<file path="src/rtl/bram_port_arbiter_pkg.sv">
// Shared constants for the BRAM port arbiter: default BRAM geometry and the
// requester-index width, which is sized for the largest supported requester count.
package bram_port_arbiter_pkg;
  localparam int DEF_ADDR_WIDTH = 10;
  localparam int DEF_DATA_WIDTH = 32;
  localparam int MAX_REQ        = 4;
  localparam int REQ_IDX_W      = $clog2(MAX_REQ);

  // Successor index; wraps at n, not at 2**REQ_IDX_W.
  function automatic logic [REQ_IDX_W-1:0] rr_next(input logic [REQ_IDX_W-1:0] idx,
                                                   input int n);
    int t;
    t = int'(idx) + 1;
    if (t >= n) t = 0;
    return t[REQ_IDX_W-1:0];
  endfunction
endpackage

</file>
<file path="src/rtl/bram_port_arbiter_rr_arbiter.sv">
// Round-robin arbiter over N requesters. The search starts at the internal pointer.
// The pointer moves past the winner only when the parent asserts advance.
module rr_arbiter
  import bram_port_arbiter_pkg::*;
#(
  parameter int N = 2
) (
  input  logic                 clk,
  input  logic                 rst,
  input  logic [N-1:0]         req,
  input  logic                 advance,
  output logic [N-1:0]         gnt,
  output logic [REQ_IDX_W-1:0] gnt_idx
);
  logic [REQ_IDX_W-1:0] r_ptr;
  logic                 w_found;

  always_comb begin
    gnt     = '0;
    gnt_idx = '0;
    w_found = 1'b0;
    for (int o = 0; o < N; o++) begin
      for (int k = 0; k < N; k++) begin
        if (!w_found && req[k] && (k == (int'(r_ptr) + o) % N)) begin
          w_found = 1'b1;
          gnt[k]  = 1'b1;
          gnt_idx = REQ_IDX_W'(k);
        end
      end
    end
  end

  always_ff @(posedge clk) begin
    if (rst)          r_ptr <= '0;
    else if (advance) r_ptr <= rr_next(gnt_idx, N);
  end
endmodule

</file>
<file path="src/rtl/bram_port_arbiter.sv">
// Shares one simple dual-port BRAM among NUM_REQ requesters. Writes and reads are
// arbitrated independently, and read data returns one cycle after grant.
module bram_port_arbiter
  import bram_port_arbiter_pkg::*;
#(
  parameter int DATA_WIDTH = DEF_DATA_WIDTH,
  parameter int ADDR_WIDTH = DEF_ADDR_WIDTH,
  parameter int NUM_REQ    = 2
) (
  input  logic                          clk,
  input  logic                          rst,
  input  logic [NUM_REQ-1:0]            req_valid,
  output logic [NUM_REQ-1:0]            req_ready,
  input  logic [NUM_REQ-1:0]            req_we,
  input  logic [NUM_REQ*ADDR_WIDTH-1:0] req_addr,
  input  logic [NUM_REQ*DATA_WIDTH-1:0] req_wdata,
  output logic [NUM_REQ-1:0]            rsp_valid,
  output logic [DATA_WIDTH-1:0]         rsp_rdata,
  output logic                          bram_rst_n,
  output logic                          bram_ena,
  output logic [ADDR_WIDTH-1:0]         bram_addra,
  output logic [DATA_WIDTH-1:0]         bram_dina,
  output logic                          bram_enb,
  output logic [ADDR_WIDTH-1:0]         bram_addrb,
  input  logic [DATA_WIDTH-1:0]         bram_doutb
);
  logic [NUM_REQ-1:0]   w_wr_cand, w_rd_cand, w_wr_gnt, w_rd_gnt;
  logic [REQ_IDX_W-1:0] w_wr_idx, w_rd_idx;
  logic [ADDR_WIDTH-1:0] w_waddr, w_raddr;
  logic [DATA_WIDTH-1:0] w_wdata;
  logic                 w_wr_any, w_rd_any, w_hazard, w_wr_go, w_rd_go;
  logic [NUM_REQ-1:0]   r_rsp_owner;

  assign w_wr_cand = req_valid & req_we;
  assign w_rd_cand = req_valid & ~req_we;

  rr_arbiter #(.N(NUM_REQ)) u_wr_arb (
    .clk(clk), .rst(rst), .req(w_wr_cand), .advance(w_wr_go),
    .gnt(w_wr_gnt), .gnt_idx(w_wr_idx)
  );

  rr_arbiter #(.N(NUM_REQ)) u_rd_arb (
    .clk(clk), .rst(rst), .req(w_rd_cand), .advance(w_rd_go),
    .gnt(w_rd_gnt), .gnt_idx(w_rd_idx)
  );

  always_comb begin
    w_waddr = '0;
    w_wdata = '0;
    w_raddr = '0;
    for (int i = 0; i < NUM_REQ; i++) begin
      if (w_wr_idx == REQ_IDX_W'(i)) begin
        w_waddr = req_addr[i*ADDR_WIDTH +: ADDR_WIDTH];
        w_wdata = req_wdata[i*DATA_WIDTH +: DATA_WIDTH];
      end
      if (w_rd_idx == REQ_IDX_W'(i)) w_raddr = req_addr[i*ADDR_WIDTH +: ADDR_WIDTH];
    end
  end

  assign w_wr_any = |w_wr_gnt;
  assign w_rd_any = |w_rd_gnt;
  // A same-address read yields to the write so it sees the new data on retry.
  assign w_hazard = w_wr_any & w_rd_any & (w_waddr == w_raddr);
  assign w_wr_go  = w_wr_any & ~rst;
  assign w_rd_go  = w_rd_any & ~w_hazard & ~rst;

  assign req_ready  = ({NUM_REQ{w_wr_go}} & w_wr_gnt) | ({NUM_REQ{w_rd_go}} & w_rd_gnt);
  assign bram_rst_n = ~rst;
  assign bram_ena   = w_wr_go;
  assign bram_addra = w_waddr;
  assign bram_dina  = w_wdata;
  assign bram_enb   = w_rd_go;
  assign bram_addrb = w_raddr;
  assign rsp_rdata  = bram_doutb;

  always_ff @(posedge clk) begin
    if (rst) r_rsp_owner <= '0;
    else     r_rsp_owner <= {NUM_REQ{w_rd_go}} & w_rd_gnt;
  end

  // Reset also kills a response that is already in flight.
  assign rsp_valid = rst ? '0 : r_rsp_owner;
endmodule
</file>
<file path="config.mk">
export PLATFORM = sky130hd
export DESIGN_NAME = bram_port_arbiter
export DESIGN_NICKNAME = d
export VERILOG_FILES = /design/src/rtl/bram_port_arbiter_pkg.sv /design/src/rtl/bram_port_arbiter_rr_arbiter.sv /design/src/rtl/bram_port_arbiter.sv
export SDC_FILE = /design/constraint.sdc
export NUM_CORES = 1
export LEC_CHECK = 0
export ABC_AREA = 1
export CORE_AREA = 10 10 74 76
export DETAILED_ROUTE_END_ITERATION = 8
export DIE_AREA = 0 0 84 86
export DONT_BUFFER_PORTS = 1
export PLACE_DENSITY = 0.47
export SYNTH_ARGS = -nofsm -noshare
export SYNTH_HDL_FRONTEND = slang
export SYNTH_HIERARCHICAL = 1
export SYNTH_SLANG_ARGS = --single-unit
</file>
<file path="constraint.sdc">
create_clock -name clk -period 3.6 [get_ports clk]
set_input_delay 0.72 -clock clk [delete_from_list [all_inputs] [get_ports clk]]
set_output_delay 0.72 -clock clk [all_outputs]
set_load 0.02 [all_outputs]
</file>
==> run summary, run 1 <==
WL final: 6.11 mm
I/O pin total: 213
commonest cells after routing, fill and taps aside: nand2_1, a22o_1, buf_4, inv_1, nand3_1
max_cap viols: 0
Die W: 84 um
layout cells sized above 1: 19.3%
CP required: 2.88 ns
CP Cell Sequence: inv_1 > nor2_1 > a21boi_1 > buf_4 > nor2_4 > nand2_1 > nand2_1 > nand2_1 > nand2_1 > inv_1 > nand2_1 > nor2_1 > nand3_2 > nand3_1 > nand2_1
power share of the combinational group: 59.8%
die height: 86 um
Post-synth EDFFs: 0
Area growth, synth to finish: -0.457%
fmax: 0.313 GHz
Antenna Cells: 0
CP Max Fanout: 10
die area: 0.00722 mm2
postcts setup bufs: 0
Root Buffer: clkbuf_8
global route overflow: 0
period utilisation layout: 88.6%
final setup fails: 0
status: finished, final reports clean
Pleak: 0.743 nW
TritonRoute pass-1 iters: 4
vias in the first global route: 1478
Reg clk slew, reported paths: 0.03 ns
Reg-to-Reg End: u_rd_arb/r_ptr[0]
setup TNS: 0 ns
Core ar.: 0.00397 mm2
most used flip-flop cell after synthesis: dfxtp_1
post-cts gate resize count: 0
Crit-path slowest cell: nor2_1
Internal Power: 0.000189 W
pin count of the biggest net entering global routing: 32
# hold bufs at CTS: 0
Hold Startpoint: u_rd_arb/r_ptr[0]
first-pass GRT wire length: 8.89 mm
CTS buffer count: 3
syn_area_per_cell: 5.78 um2
Synthesis Warnings: 6
R2R depth: 17
Hold Vio Cnt, Final: 0
worst endpoint data arrival time: 2.47 ns
DRC Markers: 0
vias: 1494
Starting Density: 34.5%
number of buffers added on ports: 0
worst slack, placed: 0.377 ns
library cells used by synthesis: 23
Hold Crit Class: reg -> reg
worst reg2reg startpoint: u_wr_arb/r_ptr[0]
Least-Margin Pin Slew: 0.511 ns
clock share of power: 26.7%
global-route usage over all layers: 15.2%
classification of the worst setup path: in -> out
initial antenna violation count: 0
RSZ-0062 raised after global routing: false
WHS Path Cells: 4
NetSw: 0.000172 W
CP most frequent cell: nand2_1
gpl congestion: 0.797
Clock Latency Late Sink: 0.22 ns
sequential power share: 13.5%
FFs w/ async S/R, synth: 0%
peak supply drop: 0.109 mV
Rel. slew slack: 65.8%
Vias/cell: 5.47
H-tree levels: 1
cell count after synthesis: 237
fin crit period: 3.19 ns
Seq/Total Area, Yosys: 5.85%
Post-DRT Antenna Nets: 0
Final nets: 347
Slew Viols, Final: 0
dpl hpwl: 5.38 mm
worst clock skew: 0.00260 ns
Final WS setup: 0.410 ns
CTS tree: built
Yosys reg bits: 4
Clock Tree Buf Depth: 2
Mapped Nets: 359
Critical Path Start Type: input port
Initial DRC Count: 42
routed len/inst: 22.4 um
max incr delay on CP: 0.21 ns
pwr dens: 265 mW/mm2
leading cell type in the layout, fill and taps excluded: nand2_1
mapped cell area: 0.00137 mm2
Net Sw Frac: 47.6%
FF-to-FF setup slack: 1.36 ns
row cnt: 23
nature of the critical path endpoint: output pin
Hold EP: u_rd_arb/r_ptr[0]
Sinks on Clock Net: 4
-- worst max-delay path by stage --
stage          depth (start not counted)      endpoint  slack, ns    startpoint
6_report                              15  req_ready[0]       0.41  req_valid[1]
5_1_grt                               15  req_ready[0]       0.16  req_valid[1]
4_1_cts                               14  req_ready[0]       0.36  req_valid[1]
3_5_place_dp                          13  req_ready[0]       0.38  req_valid[0]
3_3_place_gp                          13  req_ready[0]       0.38  req_valid[0]
2_1_floorplan                         13  req_ready[1]       0.31  req_valid[1]
-- state kept, by name, indices dropped and copies added (netlist names) --
signal	flops
u_wr_arb/r_ptr	1
u_rd_arb/r_ptr	1
r_rsp_owner	2
-- power groups by stage --
stage,registers [W],clock network [W],logic [W]
final,0.0000486,0.0000965,0.000216
after global routing,0.0000489,0.000104,0.000235
after CTS,0.0000486,0.0000999,0.000218
after detailed placement,0.0000492,0,0.000217
after global placement,0.0000492,0,0.000217
after floorplan,0.0000488,0,0.000220
-- critical path, delay by kind of cell --
kind,cells,cell delay (ns)
buffers and inverters,3,0.27
AOI/OAI and AO/OA,1,0.19
and+or+nand+nor,11,1.27
-- through the flow --
stage	instance area (um2)	hold WS [ns]	std cells	total power, W	util, %
final	1360	0.590	273	0.000361	34.3
after global routing	1360	0.645	273	0.000388	34.3
after CTS	1360	0.589	273	0.000366	34.3
after detailed placement	1320	0.584	270	0.000266	33.3
after global placement	1320	0.581	270	0.000266	33.3
after floorplan	1370	0.550	237	0.000268	-
-- Yosys cell counts, types with 2 or more instances --
master | count | area [um2]
nand2_1 | 68 | 255
buf_4 | 34 | 255
nor2_1 | 13 | 48.8
conb_1 | 2 | 7.51
nand2_2 | 6 | 37.5
a22o_1 | 32 | 280
inv_2 | 4 | 15.0
nand3_1 | 21 | 105
nor2_4 | 2 | 22.5
o21ai_1 | 2 | 10.0
inv_1 | 24 | 90.1
clkbuf_1 | 6 | 22.5
a21oi_1 | 2 | 10.0
buf_6 | 2 | 22.5
dfxtp_1 | 4 | 80.1
nand4_1 | 3 | 18.8
a21boi_0 | 6 | 45.0
-- per-layer routing --
layer / global-route usage [%] / wire [um]
met5: 0 / 0
met4: 2.44 / 18
met3: 10.5 / 939
met2: 25.3 / 2830
met1: 15.7 / 2320
-- area by class of cell --
cell class                 count  area [um2]
tap                           50        62.6
sequential                     4        80.1
clock buffer                   3        41.3
timing repair buffer          26         195
fill                         462        2610
inverter                      29         109
multi-input combinational    161         875
-- cell families (layout without fill, tap and decap cells) --
group / Yosys count / count (layout) / synth area share [%]
other: 2 / 2 / 0.549
and+or+nand+nor: 115 / 115 / 36.8
DFF: 4 / 4 / 5.85
buffers and inverters: 72 / 58 / 30.3
AOI/OAI and AO/OA: 42 / 42 / 25.2
xor gates and xnor gates: 2 / 2 / 1.28
No activity file was read; power rests on OpenSTA's default activity.
==> run 2, diff against run 1 <==
--- a/config.mk
+++ b/config.mk
@@ -6,11 +6,11 @@
 export NUM_CORES = 1
 export LEC_CHECK = 0
 export ABC_AREA = 1
-export CORE_AREA = 10 10 74 76
+export CORE_AREA = 2 2 83 85
 export DETAILED_ROUTE_END_ITERATION = 8
-export DIE_AREA = 0 0 84 86
+export DIE_AREA = 0 0 85 87
 export DONT_BUFFER_PORTS = 1
-export PLACE_DENSITY = 0.47
+export PLACE_DENSITY = 0.33
 export SYNTH_ARGS = -nofsm -noshare
 export SYNTH_HDL_FRONTEND = slang
 export SYNTH_HIERARCHICAL = 1
==> run summary, run 2 (synthesis gave the netlist of run 1 again) <==
Initial DRC Count: 43 (+2.4%)
fill cell count: 779 (+69%)
pin count of the biggest net entering global routing: 33 (+3.1%)
first-pass GRT wire length: 7.09 mm (-20%)
CP Launch Point: req_valid[0]
R2R depth: 18 (+1)
Area growth, synth to finish: 1.74%
post-cts gate resize count: 0 (unchanged)
final setup fails: 0 (unchanged)
max incr delay on CP: 0.27 ns (+0.06 ns)
area of the multi-input gates: 875 um2 (unchanged)
status: finished, final reports clean
classification of the worst setup path: in -> out
worst endpoint data arrival time: 2.44 ns (-0.03 ns)
Sinks on Clock Net: 4 (unchanged)
commonest cells after routing, fill and taps aside: nand2_1, a22o_1, buf_4, inv_1, nand3_1
CP required: 2.88 ns (about the same)
Reg clk slew, reported paths: 0.03 ns (about the same)
period utilisation layout: 87.7% (-0.95 points)
die area: 0.00740 mm2 (+2.4%)
routed len/inst: 17.6 um (-21%)
power share of the combinational group: 60.1% (+0.3 points)
CTS tree: built
dpl hpwl: 4.60 mm (-15%)
peak supply drop: 0.175 mV (+60%)
die height: 87 um (+1.2%)
vias: 1479 (-1.0%)
worst slack, placed: 0.383 ns (+0.00585 ns)
Final Power: 0.000358 W (-0.82%)
TritonRoute pass-1 iters: 4 (unchanged)
Critical Path Start Type: input port
Reg area: 80.1 um2 (unchanged)
max_cap viols: 0 (unchanged)
Root Buffer: clkbuf_8
# hold bufs at CTS: 0 (unchanged)
Die W: 85 um (+1.2%)
Post-DRT Antenna Nets: 0 (unchanged)
Antenna Cells: 0 (unchanged)
Hold Crit Class: reg -> reg
Hold Vio Cnt, Final: 0 (unchanged)
DRC Markers: 0 (unchanged)
RSZ-0062 raised after global routing: false
biggest regs: r_rsp_owner (2), u_rd_arb/r_ptr (1), u_wr_arb/r_ptr (1)
CP most frequent cell: nand2_1
nature of the critical path endpoint: output pin
hold_ws: 0.595 ns (+0.00457 ns)
sequential power share: 13.6% (about the same)
Final WS setup: 0.444 ns (+0.0343 ns)
NetSw: 0.000169 W (-1.4%)
FF-to-FF setup slack: 1.37 ns (about the same)
postcts setup bufs: 0 (unchanged)
Final nets: 346 (-0.29%)
Internal Power: 0.000189 W (-0.32%)
Largest register FFs: 2 (unchanged)
worst clock skew: 0.00417 ns (+0.00157 ns)
Core ar.: 0.00657 mm2 (+65%)
Slew Viols, Final: 0 (unchanged)
H-tree levels: 1 (unchanged)
vias in the first global route: 1268 (-14%)
I/O pin total: 213 (unchanged)
pwr dens: 257 mW/mm2 (-3.0%)
Clock Latency Late Sink: 0.22 ns (about the same)
Worst Setup EP: req_ready[0]
WL final: 5.32 mm (-13%)
CTS buffer count: 3 (unchanged)
row cnt: 30 (+30%)
CP Max Fanout: 10 (unchanged)
initial antenna violation count: 0 (unchanged)
leading cell type in the layout, fill and taps excluded: nand2_1
Crit-path slowest cell: nor2_4
global-route usage over all layers: 12.6% (-2.6 points)
Starting Density: 20.8% (-14 points)
Reg-to-Reg End: u_rd_arb/r_ptr[0]
worst reg2reg startpoint: u_wr_arb/r_ptr[0]
global route overflow: 0 (unchanged)
Vias/cell: 4.90 (-11%)
setup TNS: 0 ns (unchanged)
number of buffers added on ports: 0 (unchanged)
clock share of power: 26.4% (-0.3 points)
Net Sw Frac: 47.3% (-0.26 points)
CP Cell Sequence: inv_1 > nor2_1 > a21boi_1 > buf_4 > nor2_4 > nand2_1 > o21ai_1 > inv_1 > nand2_1 > nand3_1 > nor2_1 > nand3_2 > nand3_1 > nand2_1
Reg with most FFs: r_rsp_owner
fmax: 0.317 GHz (+1.1%)
Hold Startpoint: u_rd_arb/r_ptr[0]
fin crit period: 3.16 ns (-0.0343 ns)
gpl congestion: 0.738 (-7.4%)
Pleak: 0.737 nW (-0.75%)
layout cells sized above 1: 18.9% (-0.36 points)
Clock Tree Buf Depth: 2 (unchanged)
run 2: changes by cell type in the layout (fill, tap and decap cells not counted), sizes merged:
cell,previous run,this run
buf,26,25
run 2: worst min-delay path by stage:
stage / end / slack [ns] / cells after the start
after global routing: u_rd_arb/r_ptr[0] / 0.64 / 4
final: u_rd_arb/r_ptr[0] / 0.59 / 4
after global placement: u_wr_arb/r_ptr[0] / 0.59 / 4
after CTS: u_wr_arb/r_ptr[0] / 0.60 / 5
after floorplan: u_rd_arb/r_ptr[0] / 0.55 / 5
after detailed placement: u_wr_arb/r_ptr[0] / 0.59 / 5
run 2: metrics by stage:
stage | std cells | area (um2) | utilization [%]
after global routing | 302 | 1390 | 21.2
after global placement | 299 | 1350 | 20.6
after floorplan | 237 | 1370 | -
after CTS | 302 | 1390 | 21.2
after detailed placement | 299 | 1350 | 20.6
final | 302 | 1390 | 21.2
run 2: cell type report:
type                    instances  area share [%]
clock buffers                   3            2.96
inverters                      29            7.82
multi-input cells             161            62.8
flip-flops and latches          4            5.75
well taps                      80            7.19
repair buffers                 25            13.5
run 2: critical path: cells and delay by family:
| kind | cells | cell delay (ns) |
|---|---|---|
| AND/OR/NAND/NOR | 9 | 1.17 |
| buffers and inverters | 3 | 0.28 |
| AO/OA/AOI/OAI | 2 | 0.26 |
run 2: power by group through the flow:
stage	combinational [W]	sequential (W)	clock, W
2_1_floorplan	0.000220	0.0000488	0
3_3_place_gp	0.000217	0.0000492	0
3_5_place_dp	0.000218	0.0000492	0
6_report	0.000215	0.0000486	0.0000943
5_1_grt	0.000234	0.0000489	0.000102
4_1_cts	0.000218	0.0000486	0.0000981
run 2: per-layer routing:
metal | GRT usage, % | part of all wire (%) | up-vias
met2 | 23.9 | 53 | 100
met4 | 2.74 | 0.51 | 0
met3 | 3.13 | 10 | 4
met5 | 0 | 0 | -
met1 | 14.0 | 36 | 662
li1 | - | - | 713
==> run 3, diff against run 2 <==
--- a/config.mk
+++ b/config.mk
@@ -10,8 +10,8 @@
 export DETAILED_ROUTE_END_ITERATION = 8
 export DIE_AREA = 0 0 85 87
 export DONT_BUFFER_PORTS = 1
-export PLACE_DENSITY = 0.33
+export PLACE_DENSITY = 0.38
 export SYNTH_ARGS = -nofsm -noshare
 export SYNTH_HDL_FRONTEND = slang
-export SYNTH_HIERARCHICAL = 1
 export SYNTH_SLANG_ARGS = --single-unit
+export TNS_END_PERCENT = 10
==> run summary, run 3 <==
dpl cells: 382 (+28%)
layout cells sized above 1: 16.7% (-2.2 points)
post-synth top area cell: nand2_1
period utilisation layout: 85.9% (-1.7 points)
Reg-to-Reg End: u_rd_arb.r_ptr[0]
Critical Path Start Type: input port
CP Cell Sequence: nand2_2 > clkinv_2 > nand2_8 > nand2_1 > nand2_1 > inv_1 > nand2_1 > nand2_1 > nor2_1 > nand2_1 > nor2_2 > nand2_2 > nand3_2 > o21ai_1 > buf_4
status: finished, final reports clean
Antenna Cells: 0 (unchanged)
Die W: 85 um (unchanged)
commonest cells after routing, fill and taps aside: nand2_1, inv_1, buf_4, nand3_1, nand2_2
Worst Setup EP: req_ready[0]
I/O pin total: 213 (unchanged)
Sinks on Clock Net: 4 (unchanged)
Reg with most FFs: r_rsp_owner
pin count of the biggest net entering global routing: 35 (+6.1%)
cell count after synthesis: 328 (+38%)
routed len/inst: 13.6 um (-22%)
Starting Density: 25.2% (+4.3 points)
nature of the critical path endpoint: output pin
Vias/cell: 4.62 (-5.7%)
Slew Viols, Final: 0 (unchanged)
classification of the worst setup path: in -> out
H-tree levels: 1 (unchanged)
Post-DRT Antenna Nets: 0 (unchanged)
top-count cell post-synth: nand2_1
setup TNS: 0 ns (unchanged)
syn_area_per_cell: 5.04 um2 (-13%)
most used flip-flop cell after synthesis: dfxtp_1
Root Buffer: clkbuf_8
Yosys reg bits: 4 (unchanged)
post-route insts no fill: 385 (+27%)
vias: 1778 (+20%)
biggest regs: r_rsp_owner (2), u_rd_arb.r_ptr (1), u_wr_arb.r_ptr (1)
die height: 87 um (unchanged)
Mapped Nets: 450 (+25%)
initial antenna violation count: 0 (unchanged)
Rel. slew slack: 67.9%
Hold Crit Class: reg -> reg
number of buffers added on ports: 0 (unchanged)
Final Power: 0.000400 W (+12%)
die area: 0.00740 mm2 (unchanged)
Initial DRC Count: 114 (+170%)
RSZ-0062 raised after global routing: false
CTS buffer count: 3 (unchanged)
Core ar.: 0.00657 mm2 (unchanged)
Hold Vio Cnt, Final: 0 (unchanged)
Pleak: 1.01 nW (+37%)
hold_ws: 0.523 ns (-0.0718 ns)
worst reg2reg startpoint: u_wr_arb.r_ptr[0]
top cell type's share of synthesized area: 40.8% (+20 points)
Post-synth EDFFs: 0 (unchanged)
post-cts gate resize count: 0 (unchanged)
leading cell type in the layout, fill and taps excluded: nand2_1
max_cap viols: 0 (unchanged)
Least-Margin Pin Slew: 0.480 ns
gpl congestion: 0.842 (+14%)
FFs w/ async S/R, synth: 0% (unchanged)
FF-to-FF setup slack: 1.67 ns (+0.30 ns)
library cells used by synthesis: 28 (+22%)
Clock Tree Buf Depth: 2 (unchanged)
CTS tree: built
Area growth, synth to finish: -3.40%
worst clock skew: 0.000761 ns (-0.00341 ns)
Synthesis Warnings: 0 (-6)
WL final: 5.25 mm (-1.1%)
CP most frequent cell: nand2_1
postcts setup bufs: 0 (unchanged)
dpl hpwl: 4.37 mm (-5.0%)
Reg clk slew, reported paths: 0.03 ns (about the same)
pwr dens: 250 mW/mm2 (-2.7%)
DRC Markers: 0 (unchanged)
peak supply drop: 0.0641 mV (-63%)
Crit-path slowest cell: nand2_8
Seq/Total Area, Yosys: 4.84% (-1.0 points)
global route overflow: 0 (unchanged)
CP top delay family: simple AND/OR/NAND/NOR gates
row cnt: 30 (unchanged)
leading post-synthesis cells by cell area: nand2_1, buf_4, inv_1, nand3_1, dfxtp_1
max incr delay on CP: 0.27 ns (about the same)
# hold bufs at CTS: 0 (unchanged)
worst path buffer plus inverter count: 3 (unchanged)
worst endpoint data arrival time: 2.37 ns (-0.07 ns)
fmax: 0.323 GHz (+2.0%)
CP Max Fanout: 34 (+24)
CP required: 2.88 ns (about the same)
top cells by count, synth: nand2_1, buf_4, inv_1
final setup fails: 0 (unchanged)
CP Launch Point: req_valid[1]
fin crit period: 3.09 ns (-0.0617 ns)
TritonRoute pass-1 iters: 4 (unchanged)
Final nets: 429 (+24%)
global-route usage over all layers: 12.5% (-0.025 points)
vias in the first global route: 1493 (+18%)
first-pass GRT wire length: 7.56 mm (+6.7%)
Largest register FFs: 2 (unchanged)
Clock Latency Late Sink: 0.21 ns (about the same)
CP Depth: 15 (+1)
mapped cell area: 0.00165 mm2 (+21%)
R2R depth: 16 (-2)
[run 3: changes by cell type after synthesis, sizes merged, moves of 2 or more]
cell    before  now
nand4        3    1
a21boi       6    0
conb         2    0
nand3b       0    3
nand2       74  193
nor2        16   12
o21ai        2    7
nand3       22   26
a22o        32    0
inv         28   33
[run 3: worst reg2reg max path, cell delays in order, from the launching register on]
cell     delay [ns]
dfxtp_1        0.28
inv_1          0.10
nand3_4        0.17
nand2_8        0.25
nand2_1        0.08
nand2_1        0.21
inv_1          0.06
nand2_1        0.06
nand2_1        0.05
nor2_1         0.09
nand2_1        0.08
nor2_2         0.10
nand2_2        0.08
nand3_2        0.09
nand2_1        0.06
nand2_1        0.05
inv_1          0.03
[run 3: cell families after synthesis]
family                 after synthesis  synth area share [%]
AOI/OAI and AO/OA                   10                  3.48
buffers and inverters               79                  28.4
DFF                                  4                  4.84
and+or+nand+nor                    235                  63.3
[run 3: layout make-up]
type                       count  area, um2
inverter                      34        129
tap                           80        100
clock buffer                   3       41.3
sequential                     4       80.1
timing repair buffer          19        143
fill                         742       4970
multi-input combinational    245       1100
[run 3: worst min-delay path by stage]
stage | startpoint | cells past startpoint | slack, ns | endpoint
floorplan | u_rd_arb.r_ptr[0] | 4 | 0.49 | u_rd_arb.r_ptr[0]
global placement | u_rd_arb.r_ptr[0] | 4 | 0.52 | u_rd_arb.r_ptr[0]
detailed placement | u_rd_arb.r_ptr[0] | 4 | 0.52 | u_rd_arb.r_ptr[0]
CTS | u_wr_arb.r_ptr[0] | 2 | 0.52 | u_wr_arb.r_ptr[0]
global route | u_wr_arb.r_ptr[0] | 2 | 0.55 | u_wr_arb.r_ptr[0]
finish | u_wr_arb.r_ptr[0] | 2 | 0.52 | u_wr_arb.r_ptr[0]
[run 3: layer usage]
layer / up-vias / GRT usage, % / part of all wire (%)
li1: 908 / - / -
met1: 770 / 15.3 / 39
met2: 100 / 22.2 / 51
met3: 0 / 4.08 / 9.9
met4: 0 / 1.44 / 0
met5: - / 0 / 0
[run 3: stage by stage]
| stage | util, % | cell area [um2] | setup WS, ns |
|---|---|---|---|
| floorplan | - | 1650 | 0.576 |
| finish | 24.3 | 1600 | 0.506 |
| CTS | 24.3 | 1600 | 0.459 |
| global placement | 23.7 | 1560 | 0.500 |
| detailed placement | 23.7 | 1560 | 0.468 |
| global route | 24.3 | 1600 | 0.299 |
[run 3: report_power, final]
| part | total, W | internal, W | switching [W] |
|---|---|---|---|
| Combinational | 0.000259 | 0.0000722 | 0.000187 |
| Clock | 0.0000921 | 0.0000711 | 0.0000210 |
| Sequential | 0.0000484 | 0.0000477 | 0.000000675 |
